## config.mk

```make
export PLATFORM = sky130hd
export DESIGN_NAME = seq_chunk_adder
export DESIGN_NICKNAME = d
export VERILOG_FILES = /design/src/rtl/seq_chunk_adder.sv
export SDC_FILE = /design/constraint.sdc
export NUM_CORES = 1
export LEC_CHECK = 0
export CORE_MARGIN = 2
export CORE_UTILIZATION = 55
export DETAILED_ROUTE_END_ITERATION = 8
export PLACE_DENSITY_LB_ADDON = 0.2
export REMOVE_ABC_BUFFERS = 1
export SLEW_MARGIN = 5
export SYNTH_ARGS = -nofsm -noshare
export SYNTH_HDL_FRONTEND = slang
export SYNTH_SLANG_ARGS = --single-unit
```

## constraint.sdc

```tcl
create_clock -name clk -period 6.5 [get_ports clk]
set_input_delay 0.65 -clock clk [delete_from_list [all_inputs] [get_ports clk]]
set_output_delay 0.65 -clock clk [all_outputs]
set_load 0.03 [all_outputs]
```

## src/rtl/seq_chunk_adder.sv

```systemverilog
// ============================================================================
// seq_chunk_adder: multi-cycle add/subtract, CHUNK bits per clock, LSB first.
// Revision: 1.0
// ============================================================================
`default_nettype none

module seq_chunk_adder #(
  parameter int WIDTH = 16,
  parameter int CHUNK = 4
) (
  input  logic             clk,
  input  logic             rst_n,
  input  logic             in_valid,
  output logic             in_ready,
  input  logic [WIDTH-1:0] a,
  input  logic [WIDTH-1:0] b,
  input  logic             cin,
  input  logic             sub,
  output logic             out_valid,
  input  logic             out_ready,
  output logic [WIDTH-1:0] sum,
  output logic             cout,
  output logic             ovf,
  output logic             busy
);

  localparam int NCH = WIDTH / CHUNK;
  localparam int KW  = (NCH > 1) ? $clog2(NCH) : 1;

  typedef enum logic [1:0] {
    IDLE = 2'd0,
    RUN  = 2'd1,
    DONE = 2'd2
  } state_t;

  state_t           state, state_next;
  logic [WIDTH-1:0] a_q, b_q, res_q, res_next;
  logic             carry;
  logic [KW-1:0]    k;
  logic [CHUNK-1:0] a_chunk, b_chunk, chunk_sum;
  logic             chunk_cout, msb_cin, last_chunk;

  assign in_ready   = (state == IDLE);
  assign out_valid  = (state == DONE);
  assign busy       = (state != IDLE);
  assign last_chunk = (k == KW'(NCH - 1));

  assign a_chunk = a_q[int'(k)*CHUNK +: CHUNK];
  assign b_chunk = b_q[int'(k)*CHUNK +: CHUNK];
  assign {chunk_cout, chunk_sum} = {1'b0, a_chunk} + {1'b0, b_chunk}
                                 + {{CHUNK{1'b0}}, carry};
  // Carry into the chunk MSB recovered from the sum bit: s = a ^ b ^ c_in.
  assign msb_cin = a_chunk[CHUNK-1] ^ b_chunk[CHUNK-1] ^ chunk_sum[CHUNK-1];

  always_comb begin
    res_next = res_q;
    res_next[int'(k)*CHUNK +: CHUNK] = chunk_sum;
  end

  always_ff @(posedge clk or negedge rst_n) begin
    if (!rst_n) begin
      state <= IDLE;
    end else begin
      state <= state_next;
    end
  end

  always_comb begin
    state_next = state;
    case (state)
      IDLE:    if (in_valid)   state_next = RUN;
      RUN:     if (last_chunk) state_next = DONE;
      DONE:    if (out_ready)  state_next = IDLE;
      default:                 state_next = IDLE;
    endcase
  end

  always_ff @(posedge clk or negedge rst_n) begin
    if (!rst_n) begin
      a_q   <= '0;
      b_q   <= '0;
      res_q <= '0;
      carry <= 1'b0;
      k     <= '0;
      sum   <= '0;
      cout  <= 1'b0;
      ovf   <= 1'b0;
    end else begin
      case (state)
        IDLE: begin
          if (in_valid) begin
            // Subtraction as a + ~b + ~cin, so cout reads as "no borrow".
            a_q   <= a;
            b_q   <= sub ? ~b : b;
            carry <= sub ? ~cin : cin;
            k     <= '0;
          end
        end
        RUN: begin
          res_q <= res_next;
          carry <= chunk_cout;
          k     <= k + KW'(1);
          if (last_chunk) begin
            sum  <= res_next;
            cout <= chunk_cout;
            ovf  <= chunk_cout ^ msb_cin;
          end
        end
        default: ;
      endcase
    end
  end

endmodule

`default_nettype wire

```

==> results.tsv <==
stage	metric	value	unit
routing	post-route-drc-count	0	
timing	min_period	3060	ps
die	pin_count	59	
routing	wl	6850	um
pwr	power_density	582	mW/mm2
timing	hold_viol_final	0	
die	core	0.00599	mm2
timing	setup_slack	3440	ps
setup_path	max_stage_delay	900	ps
cts	postCtsHoldBufs	0	
timing	rsz0062_at_grt	false	
synth	synth_top_area_share	0.513	
cells_and_area	diodes	0	
timing	worst_slew_pin_slew	892	ps
cts	cts_buffers	9	
cts	clockBufferDepth	2	
grt	grt_max_degree	72	
cts	cts_setup_buffers	0	
setup_path	cp-end-kind	flip-flop	
placement	pre_cts_ws	3400	ps
pwr	seq_power_share	0.306	
pwr	power.internal	1.44	mW
synth	syn_inst	296	
routing	drt_iter0_drc	138	
synth	synth_ff_type	dfrtp_1	
worst_hold_path	min_path_type	input port to asynchronous set/reset pin	
routing	ant_nets	0	
synth	avgSynthCellArea	11.7	um2
placement	place_area	0.00407	mm2
status	status	finished clean	
cells_and_area	fin_cells	432	
timing	finalSetupViolations	0	
setup_path	worstSetupPathType	flip-flop to flip-flop	
setup_path	required	6780	ps
setup_path	worstPathCellList	mux4_2, fa_1, inv_1, fa_1, nor2_1, a22o_1	
cells_and_area	drive_above_1_share	0.146	
placement	placed_cells_incl_taps	416	
cts	path_clk_slew	80	ps
synth	synthTopCellsByArea	dfrtp_1, mux2_2, mux4_2	
cells_and_area	syn2layout_area_growth	24.5	%
die	die_w	83.3	um
pwr	clkPwrFrac	0.172	
synth	ys_seq_area_frac	0.513	
setup_path	worst-endpoint-arrival	3340	ps
synth	yosys_warnings	0	
setup_path	crit_slowest_cell	dfrtp_1	
routing	vias	2400	
timing	slew-limit-headroom	0.403	
cts	cts-root-buf	clkbuf_8	
setup_path	cp_max_fo	16	
cts	cts_tree	built	
die	dieArea	0.00695	mm2
die	initial_core_util	0.578	
setup_path	r2r_setup_slack	3440	ps
timing	maxSlewViolCount	0	
setup_path	start_kind	flip-flop	
pwr	p_sw_frac	0.424	
grt	grt_pass1_wl	11700	um
pwr	ir_drop	288	uV
timing	fin_setup_tns	0	ps
synth	synthArstFlopShare	1.00	
pwr	comb_power_share	0.522	
die	core.rowCount	28	
cells_and_area	seqCellArea	0.00178	mm2
grt	gr-usage-all-layers	0.214	
cts	cts_resized	0	
timing	clock_skew	10.4	ps
cells_and_area	utilization	0.720	
placement	dp_hpwl	4650	um
synth	synth_area	0.00346	mm2
pwr	leakage	1.79	nW
cells_and_area	final_nets	401	
synth	synth_seq_cells	71	
cts	htreeDepth	3	
run	maxCapViolCount	0	
cts	cts.sinks	71	
setup_path	ff2ff_path_depth	6	
setup_path	crit_family	flip-flops	
routing	dr.pass1.iters	5	
routing	wl_per_cell	15.9	um
grt	antenna_found_initial	0	
cells_and_area	final_cell_area	0.00431	mm2
placement	port_buffers	58	
setup_path	cp_num_buf_inv	1	
routing	vias_per_cell	5.56	
synth	synth-edff-count	0	
placement	gp_congestion	0.851	
setup_path	cp_common_cell	fa_1	
synth	yosysUniqueCellTypes	38	
grt	grt_pass1_vias	2438	
timing	max_freq	327	MHz
setup_path	reg2reg_from	k[0]	
synth	yosys.area.top_type	dfrtp_1	
cells_and_area	n_fill_cell	420	
pwr	p_sw	1.06	mW
timing	final.period_utilization	0.470	
grt	grt-ovfl-total	0	
cells_and_area	multiInputGateArea	0.00155	mm2
setup_path	r2r-end	res_q[1]	
cts	insertion_delay	350	ps
die	dieHeight	83.3	um
==> how the worst max path moves through the flow <==
stage	startpoint	endpoint	slack, ps	cells after the start
after floorplan	k[0]	res_q[9]	3820	6
after global placement	k[0]	res_q[1]	3440	6
after detailed placement	k[0]	res_q[5]	3400	6
after CTS	k[0]	res_q[1]	3390	6
after global routing	k[0]	res_q[9]	3270	6
final	k[0]	res_q[1]	3440	6
==> area by class of cell <==
| cell class | count | share of cell area |
|---|---|---|
| clock inverter | 6 | 0.0250 |
| timing repair buffer | 62 | 0.140 |
| tap | 75 | 0.0218 |
| clock buffer | 10 | 0.0319 |
| inverter | 11 | 0.00958 |
| sequential | 71 | 0.412 |
| multi-input combinational | 197 | 0.359 |
==> sequential cells by signal, summed over array words and instances (netlist names) <==
register	cells
sum	16
cout	1
a_q	16
state	2
ovf	1
b_q	16
carry	1
k	2
res_q	16
==> worst reg2reg max path: stages, from the launching register on <==
cell and delay (ps):
dfrtp_1 900, mux4_2 620, fa_1 420, inv_1 80
fa_1 430, nor2_1 330, a22o_1 210
==> kinds of logic after synthesis <==
logic type	Yosys count	share of synthesized area
compound gates	73	0.134
xor+xnor	21	0.0531
fa+ha+maj	11	0.0441
buf+inv	28	0.0398
flops	71	0.513
mux	26	0.110
simple gates	66	0.105
==> layer usage <==
layer	up-vias	wire length [um]	GRT usage
li1	1158	-	-
met1	1162	2980	0.267
met2	68	3470	0.366
met3	12	280	0.0437
met4	0	123	0.0864
met5	-	0	0
==> metrics by stage <==
stage	hold slack, ps	power (mW)
after floorplan	354	1.68
after global placement	463	2.04
after detailed placement	474	2.09
after CTS	488	2.53
after global routing	502	2.69
final	478	2.51
==> Yosys cell counts (all sizes together), types with 2 or more instances <==
cell and instances:
dfrtp 71, a21oi 27, nor2 21, nand2 20, o21ai 20, xnor2 19, mux2 17, buf 16
inv 11, ha 9, a22o 8, a32o 8, mux4 8, a22oi 7, nor2b 7, nor3b 5
nand3 4, nand2b 3, fa 2, xor2 2
==> power groups by stage <==
stage | Combinational (mW) | Clock [mW] | Sequential, mW
2_1_floorplan | 0.874 | 0 | 0.803
3_3_place_gp | 1.28 | 0 | 0.768
3_5_place_dp | 1.31 | 0 | 0.778
4_1_cts | 1.32 | 0.437 | 0.771
5_1_grt | 1.44 | 0.456 | 0.793
6_report | 1.31 | 0.432 | 0.768
==> cells in the final DEF, fill, tap and decap left out, drive strengths merged <==
cell and instances:
dfrtp 71, clkdlybuf4s50 57, a21oi 27, nor2 21, nand2 20, o21ai 20, xnor2 19, mux2 17
inv 11, clkbuf 10, ha 9, mux4 8, a22o 8, a32o 8, nor2b 7, a22oi 7
nor3b 5, buf 5, nand3 4, nand2b 3, bufinv 3, xor2 2, fa 2, clkinv 2
nor4b 1, and4b 1, a21o 1, and2 1, nor3 1, mux2i 1, nand3b 1, nor4 1
o2bb2ai 1, o31ai 1, clkinvlp 1
No activity file was read; power rests on OpenSTA's default activity.
